==> src/rtl/canny_pkg.sv <==
// Shared encodings for the Canny window host: op modes, engine register selects,
// host state enum and the plane-sequencing helper.
package canny_pkg;

  localparam int DATA_W     = 8;
  localparam int WIN_PIXELS = 25;

  localparam logic [1:0] MODE_GAUSSIAN   = 2'd0;
  localparam logic [1:0] MODE_SOBEL      = 2'd1;
  localparam logic [1:0] MODE_NMS        = 2'd2;
  localparam logic [1:0] MODE_HYSTERESIS = 2'd3;

  localparam logic [3:0] REG_GAUSSIAN   = 4'd0;
  localparam logic [3:0] REG_SOBEL_X    = 4'd1;
  localparam logic [3:0] REG_SOBEL_Y    = 4'd2;
  localparam logic [3:0] REG_NMS        = 4'd3;
  localparam logic [3:0] REG_HYSTERESIS = 4'd4;

  localparam logic [3:0] WRITE_REGX = 4'd0;
  localparam logic [3:0] WRITE_REGY = 4'd1;
  localparam logic [3:0] WRITE_REGZ = 4'd2;

  localparam logic [1:0] PLANE_NONE = 2'd3;

  typedef enum logic [2:0] {
    ST_IDLE,
    ST_LOAD,
    ST_OP,
    ST_RD,
    ST_CAP,
    ST_OUT
  } host_state_t;

  // Lowest enabled plane at or above 'from'; PLANE_NONE when nothing is left to load.
  function automatic logic [1:0] first_plane(input logic [2:0] planes, input logic [1:0] from);
    logic [1:0] p;
    p = PLANE_NONE;
    for (int i = 2; i >= 0; i--) begin
      if (i >= int'(from) && planes[i]) p = 2'(i);
    end
    return p;
  endfunction

endpackage

==> src/rtl/canny_addr_gen.sv <==
// Window index counter 0..24 kept as row/col pair, with a wrap pulse on the last pixel.
module canny_addr_gen (
  input  logic       clk,
  input  logic       rst,
  input  logic       clr,
  input  logic       en,
  output logic [2:0] row,
  output logic [2:0] col,
  output logic       wrap
);

  logic [2:0] row_reg;
  logic [2:0] col_reg;

  assign row  = row_reg;
  assign col  = col_reg;
  assign wrap = en && (row_reg == 3'd4) && (col_reg == 3'd4);

  always_ff @(posedge clk or posedge rst) begin
    if (rst) begin
      row_reg <= 3'd0;
      col_reg <= 3'd0;
    end else if (clr) begin
      row_reg <= 3'd0;
      col_reg <= 3'd0;
    end else if (en) begin
      if (col_reg == 3'd4) begin
        col_reg <= 3'd0;
        row_reg <= (row_reg == 3'd4) ? 3'd0 : row_reg + 3'd1;
      end else begin
        col_reg <= col_reg + 3'd1;
      end
    end
  end

endmodule

==> src/rtl/canny_window_host.sv <==
// Bus initiator for the Canny engine: loads 5x5 planes, pulses the op, reads results back.
// Optional perf counters (perf_windows, perf_stall) are built when CANNY_HOST_PERF_EN is defined.
module canny_window_host
  import canny_pkg::*;
#(
  parameter int DATA_W    = canny_pkg::DATA_W,
  parameter int GAUSS_CYC = 2,
  parameter int SOBEL_CYC = 4,
  parameter int NMS_CYC   = 2,
  parameter int HYST_CYC  = 2,
  parameter int GUARD_CYC = 1
) (
  input  logic              clk,
  input  logic              rst,
  input  logic              cmd_valid,
  output logic              cmd_ready,
  input  logic [1:0]        cmd_mode,
  input  logic [2:0]        cmd_planes,
  input  logic              pix_valid,
  output logic              pix_ready,
  input  logic [DATA_W-1:0] pix_data,
  output logic              res_valid,
  input  logic              res_ready,
  output logic [DATA_W-1:0] res_data,
  output logic              res_last,
  output logic [2:0]        ce_row,
  output logic [2:0]        ce_col,
  output logic              ce_bce,
  output logic              ce_bwe,
  output logic [DATA_W-1:0] ce_indata,
  input  logic [DATA_W-1:0] ce_outdata,
  output logic [2:0]        ce_opmode,
  output logic              ce_bopen,
  output logic [3:0]        ce_readreg,
  output logic [3:0]        ce_writereg
`ifdef CANNY_HOST_PERF_EN
  ,
  output logic [15:0]       perf_windows,
  output logic [15:0]       perf_stall
`endif
);

  host_state_t       state_reg, state_next;
  logic [1:0]        mode_reg;
  logic [2:0]        planes_reg;
  logic [1:0]        plane_reg;
  logic [7:0]        op_cnt_reg;
  logic [7:0]        op_load;
  logic              sobel_second_reg;
  logic [DATA_W-1:0] res_data_reg;

  logic       addr_en;
  logic       addr_clr;
  logic       addr_wrap;
  logic [2:0] addr_row;
  logic [2:0] addr_col;

  assign addr_en  = (state_reg == ST_LOAD) && pix_valid;
  assign addr_clr = (state_reg == ST_IDLE);

  canny_addr_gen u_addr_gen (
    .clk  (clk),
    .rst  (rst),
    .clr  (addr_clr),
    .en   (addr_en),
    .row  (addr_row),
    .col  (addr_col),
    .wrap (addr_wrap)
  );

  // Down-counter preload: op length minus one, so OP lasts exactly len cycles.
  always_comb begin
    op_load = 8'd0;
    case (cmd_mode)
      MODE_GAUSSIAN: op_load = 8'(GAUSS_CYC + GUARD_CYC - 1);
      MODE_SOBEL:    op_load = 8'(SOBEL_CYC + GUARD_CYC - 1);
      MODE_NMS:      op_load = 8'(NMS_CYC + GUARD_CYC - 1);
      default:       op_load = 8'(HYST_CYC + GUARD_CYC - 1);
    endcase
  end

  always_ff @(posedge clk or posedge rst) begin
    if (rst) begin
      state_reg <= ST_IDLE;
    end else begin
      state_reg <= state_next;
    end
  end

  always_comb begin
    state_next = state_reg;
    case (state_reg)
      ST_IDLE: begin
        if (cmd_valid) begin
          state_next = (first_plane(cmd_planes, 2'd0) == PLANE_NONE) ? ST_OP : ST_LOAD;
        end
      end
      ST_LOAD: begin
        if (addr_wrap && first_plane(planes_reg, plane_reg + 2'd1) == PLANE_NONE) begin
          state_next = ST_OP;
        end
      end
      ST_OP:  if (op_cnt_reg == 8'd0) state_next = ST_RD;
      ST_RD:  state_next = ST_CAP;
      ST_CAP: state_next = ST_OUT;
      ST_OUT: begin
        if (res_ready) begin
          state_next = (mode_reg == MODE_SOBEL && !sobel_second_reg) ? ST_RD : ST_IDLE;
        end
      end
      default: state_next = ST_IDLE;
    endcase
  end

  always_ff @(posedge clk or posedge rst) begin
    if (rst) begin
      mode_reg         <= 2'd0;
      planes_reg       <= 3'd0;
      plane_reg        <= 2'd0;
      op_cnt_reg       <= 8'd0;
      sobel_second_reg <= 1'b0;
      res_data_reg     <= '0;
    end else begin
      case (state_reg)
        ST_IDLE: begin
          if (cmd_valid) begin
            mode_reg         <= cmd_mode;
            planes_reg       <= cmd_planes;
            plane_reg        <= first_plane(cmd_planes, 2'd0);
            op_cnt_reg       <= op_load;
            sobel_second_reg <= 1'b0;
          end
        end
        ST_LOAD: if (addr_wrap) plane_reg <= first_plane(planes_reg, plane_reg + 2'd1);
        ST_OP:   op_cnt_reg <= op_cnt_reg - 8'd1;
        ST_CAP:  res_data_reg <= ce_outdata;
        ST_OUT:  if (res_ready && mode_reg == MODE_SOBEL) sobel_second_reg <= 1'b1;
        default: ;
      endcase
    end
  end

  assign res_data = res_data_reg;

  // Write strobe follows pix_valid combinationally so each handshake is its own bus write.
  always_comb begin
    cmd_ready   = 1'b0;
    pix_ready   = 1'b0;
    res_valid   = 1'b0;
    res_last    = 1'b0;
    ce_bce      = 1'b1;
    ce_bwe      = 1'b1;
    ce_bopen    = 1'b1;
    ce_row      = 3'd0;
    ce_col      = 3'd0;
    ce_indata   = '0;
    ce_readreg  = 4'd0;
    ce_writereg = 4'd0;
    ce_opmode   = 3'd0;
    case (state_reg)
      ST_IDLE: cmd_ready = 1'b1;
      ST_LOAD: begin
        pix_ready = 1'b1;
        if (pix_valid) begin
          ce_bce      = 1'b0;
          ce_bwe      = 1'b0;
          ce_writereg = {2'b00, plane_reg};
          ce_row      = addr_row;
          ce_col      = addr_col;
          ce_indata   = pix_data;
        end
      end
      ST_OP: begin
        ce_bopen  = 1'b0;
        ce_opmode = {1'b0, mode_reg};
      end
      ST_RD: begin
        ce_bce = 1'b0;
        case (mode_reg)
          MODE_GAUSSIAN: ce_readreg = REG_GAUSSIAN;
          MODE_SOBEL:    ce_readreg = sobel_second_reg ? REG_SOBEL_Y : REG_SOBEL_X;
          MODE_NMS: begin
            ce_readreg = REG_NMS;
            ce_row     = 3'd1;
            ce_col     = 3'd1;
          end
          default:       ce_readreg = REG_HYSTERESIS;
        endcase
      end
      ST_OUT: begin
        res_valid = 1'b1;
        res_last  = (mode_reg != MODE_SOBEL) || sobel_second_reg;
      end
      default: ;
    endcase
  end

`ifdef CANNY_HOST_PERF_EN
  logic [15:0] perf_windows_reg;
  logic [15:0] perf_stall_reg;

  always_ff @(posedge clk or posedge rst) begin
    if (rst) begin
      perf_windows_reg <= 16'd0;
      perf_stall_reg   <= 16'd0;
    end else begin
      if (res_valid && res_ready && res_last && perf_windows_reg != 16'hFFFF) begin
        perf_windows_reg <= perf_windows_reg + 16'd1;
      end
      if (state_reg == ST_LOAD && !pix_valid && perf_stall_reg != 16'hFFFF) begin
        perf_stall_reg <= perf_stall_reg + 16'd1;
      end
    end
  end

  assign perf_windows = perf_windows_reg;
  assign perf_stall   = perf_stall_reg;
`endif

endmodule
==> config.mk <==
export PLATFORM = sky130hd
export DESIGN_NAME = canny_window_host
export DESIGN_NICKNAME = d
export VERILOG_FILES = /design/src/rtl/canny_pkg.sv /design/src/rtl/canny_addr_gen.sv /design/src/rtl/canny_window_host.sv
export SDC_FILE = /design/constraint.sdc
export NUM_CORES = 1
export LEC_CHECK = 0
export ABC_AREA = 1
export CORE_MARGIN = 3
export CORE_UTILIZATION = 45
export CTS_BUF_LIST = sky130_fd_sc_hd__clkbuf_4 sky130_fd_sc_hd__clkbuf_8
export DETAILED_ROUTE_END_ITERATION = 8
export DONT_BUFFER_PORTS = 1
export PLACE_DENSITY = 0.67
export SYNTH_ARGS = -nofsm -noshare
export SYNTH_HDL_FRONTEND = slang
export SYNTH_SLANG_ARGS = --single-unit
==> constraint.sdc <==
create_clock -name clk -period 1.4 [get_ports clk]
set_input_delay 0.14 -clock clk [delete_from_list [all_inputs] [get_ports clk]]
set_output_delay 0.14 -clock clk [all_outputs]
set_load 0.1 [all_outputs]
== Word-level counts from Yosys, hierarchy flattened ==
Cells that the tools add are included.

* Bits in registers: 33
* Bits in latches: 0
* Bits in writable memories: 0
* ROM bits: 0
* Output and inout port bits: 40
* Word-level logic and storage cells: 112
* Memories: 0

* $add $sub $neg: 4
* Multiply operators: 0
* Div/mod/pow operators: 0
* $lt $le $gt $ge: 3
* Equality and inequality tests: 19
* Shifts and indexed selects: 0
* Muxes and demuxes: 52
* Bitwise operators: 0
* Reduce and logical (&&, ||, !) cells: 25

{| class="wikitable"
|+ Operator list
! operator !! number
|-
| 2-to-1 mux 3 bit || 15
|-
| 2-to-1 mux 2 bit || 14
|-
| 2-to-1 mux 8 bit || 3
|-
| one-hot mux 3 bit (6 select lines) || 1
|-
| one-hot mux 8 bit (2 select lines) || 1
|-
| == test 3 bit (second input constant) || 4
|-
| 2-to-1 mux 1 bit || 12
|-
| one-hot mux 3 bit (2 select lines) || 2
|-
| inequality test 2 bit (second input constant) || 5
|-
| nonzero test 2 bit || 5
|-
| logical AND 1 bit || 9
|-
| one-hot mux 3 bit (3 select lines) || 1
|-
| logical NOT 8 bit || 1
|-
| subtractor 8 x 1 -> 8 bit (second input constant) || 1
|-
| adder 3 x 1 -> 3 bit (second input constant) || 2
|-
| == test 2 bit (second input constant) || 3
|-
| == test 3 x 2 -> 1 bit (second input constant) || 2
|-
| AND reduction 2 bit || 3
|-
| AND reduction 3 bit || 2
|-
| == test 2 x 1 -> 1 bit (second input constant) || 2
|-
| >= comparator 1 x 2 -> 1 bit (first input constant) || 2
|-
| inequality test 2 x 1 -> 1 bit (second input constant) || 2
|-
| one-hot mux 1 bit (2 select lines) || 2
|-
| one-hot mux 2 bit (2 select lines) || 1
|-
| other kinds (8) || 8
|}

== Logic depth before layout (Yosys ltp) ==
Gate-level depths: netlist (run 1).

* Depth after elaboration: 11
* Depth in mapped cells: 10
* Gate-level depth less buffers: 10

== Modules after synthesis ==
Synthesis (run 1) repeated with hierarchy kept, for this count alone.

* Cell total of the unflattened synthesis: 269
* Area, all modules: 2045.7 um^2

{| class="wikitable"
|+ By module, submodules not included
! module !! instances !! cells an instance !! area each (um^2) !! sequential area each (um^2)
|-
| canny_window_host || 1 || 222 || 1684.1 || 675.6
|-
| canny_addr_gen || 1 || 47 || 361.6 || 150.1
|}

== Worst setup path before layout (run 1) ==
OpenSTA, ideal clock, no wires.

* Path kind: reg2out
* Start point: reg state_reg[2]
* End point: out ce_col[0]
* Data arrival time: 3.118 ns
* Slack: -1.858 ns
* Cell stages (with the launch flop): 6
* Path buffers: 0
* Cell sequence: dfrtp_1 inv_2 nand3_4 nor2_4 inv_4 o21ai_0

* Longest elaborated chain between the ends: 2

{| class="wikitable"
|+ RTL lines
! item !! line !! source
|-
| start, declared || canny_window_host.sv:43 || <nowiki>host_state_t state_reg, state_next;</nowiki>
|-
| start signal, assigned || canny_window_host.sv:86 || <nowiki>state_reg <= state_next;</nowiki>
|-
| == test 3 x 2 -> 1 bit or == test 3 x 1 -> 1 bit (tied branches) || canny_window_host.sv:160 || <nowiki>case (state_reg)</nowiki>
|-
| one-hot mux 3 bit (2 select lines) * || canny_window_host.sv:160 ||
|-
| end, declared || canny_window_host.sv:27 || <nowiki>output logic [2:0] ce_col,</nowiki>
|}

Mark *: on every way between the ends. The rest lies on a longest branch, timed or not.

== Final worst setup path (run 1) ==
* Start point: reg state_reg[1]
* End point: out ce_readreg[1]

* Longest elaborated chain between the ends: 2

{| class="wikitable"
|+ RTL lines
! item !! line !! source
|-
| == test 3 x 2 -> 1 bit || canny_window_host.sv:160 ||
|-
| 2-to-1 mux 3 bit || canny_window_host.sv:160 ||
|-
| end, declared || canny_window_host.sv:34 || <nowiki>output logic [3:0] ce_readreg,</nowiki>
|}

No other way between the ends.

==> impl_metrics.csv, run 1 <==
group,metric,value,unit
floorplanning,ios,66,
cts,cts.sink_count,33,
critical_path,crit_path_end_kind,"output pin",
logic_synthesis,syn-cell-area,2050,um2
logic_synthesis,yosysTopAreaCellShare,40.2,%
cts,htree_levels,2,
status,violations,"negative setup slack",
global_route,met2_use_gr,44.0,%
timing,crit_share_post_route,125,%
cts,clock_tree_from_tritoncts,"done",
logic_synthesis,yosys_register_bits,33,
routing,wl_per_cell,18.0,um
cts,max-clock-path-buffers,2,
critical_path,critical_path_class,"reg -> out",
timing,timing.final.hold_violations,0,
floorplanning,die_w,73.5,um
logic_synthesis,syn-instance-count,264,
layout,finish.instance_area,3810,um2
floorplanning,rows,23,
cts,clock_latency_of_the_later_clocked_register_in_the_worst_skew_pair,0.29,ns
place,placed_area,3050,um2
global_route,grtUsageMet3,5.34,%
floorplanning,dieArea,5410,um2
timing,achievable-frequency,573,MHz
layout,utilization,90.7,%
global_route,total_grt_usage,23.5,%
logic_synthesis,netlist_top_cells_area,"sky130_fd_sc_hd__dfrtp_1 (40%), sky130_fd_sc_hd__nand2_1 (11%), sky130_fd_sc_hd__nor2_1 (7.5%)",
power,irDropWorstVdd,2260,uV
global_route,via_count_of_the_first_global_routing_pass,2179,
timing,skew,0.00482,ns
timing,setup_ws,-0.346,ns
logic_synthesis,average_cell_area_after_synthesis,7.78,um2
routing,totalWireLength,7.40,mm
logic_synthesis,synth_top_area_cell,"sky130_fd_sc_hd__dfrtp_1",
place,globalplace.congestion,0.811,
timing,finalHoldWorstSlack,0.0292,ns
cts,clkSlewWorstSetupHoldPaths,0.08,ns
global_route,gr_overflow_total,0,
status,run_status,"finished, violations left",
global_route,grt_start_max_net_pins,34,
layout,design.final.nets,395,
logic_synthesis,post_synth_edffs,0,
floorplanning,chipHeight,73.5,um
critical_path,crit_path_max_fanout,4,
routing,drc,0,
timing,timing.final.setup_violations,59,
place,port_buffers,0,
global_route,grt_use_met1,24.5,%
global_route,grt_first_pass_wirelength,9.72,mm
floorplanning,core_area,4200,um2
cts,clock_tree.root_cell,"sky130_fd_sc_hd__clkbuf_8",
routing,routed-via-count,2273,
routing,detail_route_antenna_nets,0,
layout,layout-drive-gt1-share,49.7,%
logic_synthesis,synth_ff_type,"sky130_fd_sc_hd__dfrtp_1",
power,power_per_cell_area,2700,nW/um2
cts,inserted_clock_buffers,5,
routing,via_per_inst,5.52,
critical_path,critical_path.startpoint_type,"flop",
timing,layout_min_cycle_time,1.75,ns
critical_path,critical_path_required,1.26,ns
critical_path,worst-endpoint-arrival,1.61,ns
power,power.static_leakage,1.75,nW
timing,maxSlewViolCount,0,
layout,area_growth,85.6,%
routing,drtPass1Iterations,4,
timing,grt_setup_unrepaired,"yes",
place,detailed_place_hpwl,3.82,mm
power,report.power.total,0.0103,W
layout,fillers,164,
logic_synthesis,synthArstFlopShare,100,%
layout,insertedDiodeCount,0,
global_route,antenna_violations_before_repair,0,
floorplanning,initial_utilization,48.9,%
logic_synthesis,synthesis.yosys.warnings,0,
logic_synthesis,post_synth_num_cell_types,35,
routing,detailedRoute.firstIterationViolations,137,
logic_synthesis,yosysSeqAreaShare,40.2,%
min_path,worst_hold_path_type,"in -> reg",
run,max_cap_viol_count,0,
global_route,grt.busiest_layer,"met2",
[path summary, 6_finish.rpt]
path,startpoint,endpoint,slack (ns),cells after the start
min in group asynchronous,rst,res_data[2],0.39,3
min,cmd_planes[0],planes_reg[0],0.03,2
max in group asynchronous,rst,state_reg[2],0.67,3
max,state_reg[1],ce_readreg[1],-0.35,6
max reg2reg,u_addr_gen.col[0],state_reg[1],-0.27,8
min reg2reg,res_data[4],res_data[4],0.52,1
[area by class of cell]
cell class | count | area (um2) | share of cell area (%)
tap | 50 | 62.6 | 1.64
clock inverter | 3 | 46.3 | 1.21
timing repair buffer | 94 | 1180 | 31.0
clock buffer | 5 | 68.8 | 1.81
sequential | 33 | 828 | 21.7
multi-input combinational | 187 | 1430 | 37.6
inverter | 40 | 190 | 4.99
[cells in the final DEF, fill, tap and decap left out, types with 2 or more instances in the layout]
cell type                       count
sky130_fd_sc_hd__nor2_1            19
sky130_fd_sc_hd__inv_4              3
sky130_fd_sc_hd__dfrtp_2            2
sky130_fd_sc_hd__o21ai_2            8
sky130_fd_sc_hd__dfrtp_1           31
sky130_fd_sc_hd__buf_6             13
sky130_fd_sc_hd__buf_4             36
sky130_fd_sc_hd__buf_12            31
sky130_fd_sc_hd__clkbuf_8           5
sky130_fd_sc_hd__inv_1             29
sky130_fd_sc_hd__nand3_1           11
sky130_fd_sc_hd__clkinvlp_4         2
sky130_fd_sc_hd__nand3_4            3
sky130_fd_sc_hd__nand2_2            8
sky130_fd_sc_hd__conb_1             4
sky130_fd_sc_hd__o21ai_1            7
sky130_fd_sc_hd__ha_1               8
sky130_fd_sc_hd__nand3_2            2
sky130_fd_sc_hd__nor3_4             2
sky130_fd_sc_hd__nor2_4            20
sky130_fd_sc_hd__inv_8              2
sky130_fd_sc_hd__nand2_1           46
sky130_fd_sc_hd__nand2_8            5
sky130_fd_sc_hd__o21ai_0            5
sky130_fd_sc_hd__nand2_4            6
sky130_fd_sc_hd__mux2_2             8
sky130_fd_sc_hd__a21oi_2            2
sky130_fd_sc_hd__inv_2              4
sky130_fd_sc_hd__o21ai_4            3
sky130_fd_sc_hd__dlygate4sd3_1     13
sky130_fd_sc_hd__a21oi_1            2
sky130_fd_sc_hd__nor2_2             6
[cells in the mapped netlist (2+ instances only)]
| cell type | instances |
|---|---|
| sky130_fd_sc_hd__mux2_2 | 8 |
| sky130_fd_sc_hd__ha_1 | 8 |
| sky130_fd_sc_hd__nand3_1 | 14 |
| sky130_fd_sc_hd__nor2_4 | 3 |
| sky130_fd_sc_hd__a21oi_1 | 4 |
| sky130_fd_sc_hd__dfrtp_1 | 33 |
| sky130_fd_sc_hd__clkbuf_1 | 2 |
| sky130_fd_sc_hd__nand2_1 | 60 |
| sky130_fd_sc_hd__nor3_1 | 2 |
| sky130_fd_sc_hd__o21ai_0 | 19 |
| sky130_fd_sc_hd__inv_2 | 7 |
| sky130_fd_sc_hd__nor2_1 | 41 |
| sky130_fd_sc_hd__nand2_4 | 4 |
| sky130_fd_sc_hd__inv_1 | 32 |
| sky130_fd_sc_hd__buf_4 | 4 |
| sky130_fd_sc_hd__o21ai_2 | 4 |
[worst max-delay path: stages, from the launching register on]
cell and delay [ns]:
sky130_fd_sc_hd__dfrtp_1 0.39, sky130_fd_sc_hd__inv_2 0.09, sky130_fd_sc_hd__nor3_4 0.24, sky130_fd_sc_hd__nand3_1 0.14, sky130_fd_sc_hd__buf_6 0.17, sky130_fd_sc_hd__o31ai_4 0.07
sky130_fd_sc_hd__buf_12 0.21
[power breakdown]
| part | internal (W) | total, W | switching, W |
|---|---|---|---|
| Combinational | 0.00272 | 0.00764 | 0.00492 |
| Clock | 0.000533 | 0.000933 | 0.000400 |
| Sequential | 0.00137 | 0.00173 | 0.000360 |
| Total | 0.00463 | 0.0103 | 0.00568 |
[logic make-up (layout without fill, tap and decap cells)]
family,after synthesis,count (layout),synth area share [%]
buf+inv,47,142,9.81
simple gates,134,134,30.9
xor+xnor,1,1,0.427
fa+ha+maj,8,8,4.88
other cells,1,4,0.183
mux,9,9,4.88
compound gates,31,31,8.71
flops,33,33,40.2
[metal layers]
metal,up-vias,share of wire (%)
met2,119,55
li1,1025,-
met3,35,5.5
met4,0,4.8
met1,1094,34
met5,-,0
[what timing repair did]
item	4_1_cts	5_1_grt
pin swaps	11	16
endpoints found under the hold margin	44	1
resized for setup	29	68
gates cloned	0	0
endpoints found under the setup margin	30	60
buffers inserted	12	10
hold buffers	12	1
[per-stage QoR]
stage / instances / TNS [ns] / worst slack (ns)
final: 412 / -10.30 / -0.346
after global routing: 412 / -13.08 / -0.388
after CTS: 402 / -9.19 / -0.278
after detailed placement: 370 / -0.0495 / -0.0323
after global placement: 370 / 0 / 0.0140
after floorplan: 267 / -5.03 / -0.415
No activity file was read; power rests on OpenSTA's default activity.
==> inputs of run 2 (changes only) <==
- CELL_PAD_IN_SITES_DETAIL_PLACEMENT: not set -> 0
- CELL_PAD_IN_SITES_GLOBAL_PLACEMENT: not set -> 2
- CORE_UTILIZATION: 45 -> 33
- CTS_CLUSTER_DIAMETER: not set -> 150
- PLACE_DENSITY: 0.67 -> 0.83
==> impl_metrics.csv, run 2 (synthesis results as in run 1) <==
group,metric,value,unit
status,run_status,"finished, violations left",
status,violations,"negative setup slack",
cts,clock_tree.root_cell,"sky130_fd_sc_hd__clkbuf_8",
timing,grt_setup_unrepaired,"yes",
timing,crit_share_post_route,121,%
floorplanning,initial_utilization,34.3,%
cts,htree_levels,2,
routing,drc,0,
critical_path,r2r_setup_slack,-0.21,ns
global_route,grt_first_pass_wirelength,9.63,mm
layout,layout.cells.most_common,"sky130_fd_sc_hd__nand2_1",
critical_path,critical_path.startpoint,"state_reg[2]",
place,globalplace.congestion,0.730,
timing,layout_min_cycle_time,1.69,ns
place,detailed_place_hpwl,3.97,mm
critical_path,critical_path_class,"reg -> out",
floorplanning,ios,66,
floorplanning,die_w,84.9,um
place,port_buffers,0,
routing,via_per_inst,4.59,
critical_path,reg_to_reg_critical_path_startpoint,"state_reg[0]",
cts,inserted_clock_buffers,5,
power,power_per_cell_area,2560,nW/um2
timing,setup_ws,-0.293,ns
layout,design.final.nets,403,
floorplanning,dieArea,7200,um2
place,post-place-ws,-0.0499,ns
global_route,antenna_violations_before_repair,0,
critical_path,worst-endpoint-arrival,1.55,ns
critical_path,cp_endpoint,"ce_row[0]",
routing,totalWireLength,5.70,mm
layout,mostFrequentLayoutCells,"sky130_fd_sc_hd__nand2_1 (51), sky130_fd_sc_hd__buf_4 (47), sky130_fd_sc_hd__dfrtp_1 (31)",
global_route,gr_overflow_total,0,
routing,drtPass1Iterations,4,
global_route,via_count_of_the_first_global_routing_pass,2015,
timing,finalHoldWorstSlack,0.0283,ns
layout,insertedDiodeCount,0,
cts,clock_latency_of_the_later_clocked_register_in_the_worst_skew_pair,0.29,ns
routing,routed-via-count,2042,
floorplanning,rows,28,
power,power.static_leakage,1.76,nW
critical_path,crit_path_max_fanout,8,
critical_path,timing.rr.end,"u_addr_gen.col[0]",
cts,cts.sink_count,33,
min_path,worst_hold_path_type,"in -> reg",
critical_path,critical_path_required,1.26,ns
min_path,holdPathStages,2,
floorplanning,chipHeight,84.9,um
routing,detailedRoute.firstIterationViolations,65,
floorplanning,core_area,5990,um2
routing,wl_per_cell,12.8,um
run,max_cap_viol_count,0,
global_route,grt_start_max_net_pins,34,
layout,layout-drive-gt1-share,48.6,%
power,irDropWorstVdd,2150,uV
timing,timing.final.setup_violations,61,
global_route,total_grt_usage,16.4,%
cts,max-clock-path-buffers,2,
layout,area_growth,85.6,%
timing,maxSlewViolCount,0,
critical_path,crit_path_end_kind,"output pin",
layout,utilization,63.6,%
critical_path,length_in_cells_of_the_worst_reg_to_reg_path,9,
routing,detail_route_antenna_nets,0,
power,report.power.total,0.00974,W
timing,timing.final.hold_violations,0,
critical_path,critical_path.startpoint_type,"flop",
timing,skew,0.00534,ns
cts,clkSlewWorstSetupHoldPaths,0.07,ns
timing,achievable-frequency,591,MHz
cts,clock_tree_from_tritoncts,"done",
## run 2: critical path: stages, from the launching register on
cell	delay [ns]
sky130_fd_sc_hd__dfrtp_2	0.45
sky130_fd_sc_hd__inv_4	0.09
sky130_fd_sc_hd__nand3_4	0.10
sky130_fd_sc_hd__nor2_4	0.19
sky130_fd_sc_hd__inv_8	0.09
sky130_fd_sc_hd__o21ai_4	0.16
sky130_fd_sc_hd__buf_12	0.19
## run 2: area by class of cell
cell class	count	area, um2
clock buffers	6	76.3
inverters	40	188
multi-input cells	187	1380
fillers	479	2180
clock inverters	2	10.0
flip-flops and latches	33	828
repair buffers	102	1240
well taps	75	93.8
## run 2: through the flow
stage / setup TNS, ns / instance area (um2) / instances
2_1_floorplan: -5.03 / 2310 / 267
3_3_place_gp: -0.00122 / 3100 / 399
3_5_place_dp: -0.0958 / 3100 / 399
4_1_cts: -7.50 / 3640 / 437
5_1_grt: -15.20 / 3810 / 445
6_report: -11.19 / 3810 / 445
## run 2: how the worst min path moves through the flow
| stage | startpoint | endpoint |
|---|---|---|
| 6_report | cmd_planes[0] | planes_reg[0] |
| 5_1_grt | cmd_planes[0] | planes_reg[0] |
| 4_1_cts | cmd_planes[0] | planes_reg[0] |
| 3_5_place_dp | rst | res_data[7] |
| 3_3_place_gp | rst | res_data[4] |
| 2_1_floorplan | cmd_planes[1] | planes_reg[1] |
## run 2: metal layers
metal | vias to the layer above | GRT usage, % | wire length, um
met5 | - | 0 | 0
met4 | 0 | 5.61 | 90
met3 | 9 | 3.40 | 254
met2 | 49 | 27.0 | 2860
met1 | 944 | 21.7 | 2500
li1 | 1040 | - | -
## run 2: power by group
group	switching (W)	internal, W
Sequential	0.000278	0.00137
Combinational	0.00458	0.00278
Clock	0.000360	0.000364
## run 2: what timing repair did
| action | CTS | global route |
|---|---|---|
| buffers inserted | 16 | 11 |
| resized for setup | 47 | 29 |
| endpoints found under the setup margin | 31 | 59 |
| hold buffers | 13 | 0 |
| pin swaps | 11 | 9 |
| gates cloned | 1 | 0 |
| hold endpoints to repair | 45 | 0 |
==> inputs of run 3 (changes only) <==
- CAP_MARGIN: not set -> 10
==> results of run 3 <==
No change in the layout: final DEF, timing and power equal those of run 2.
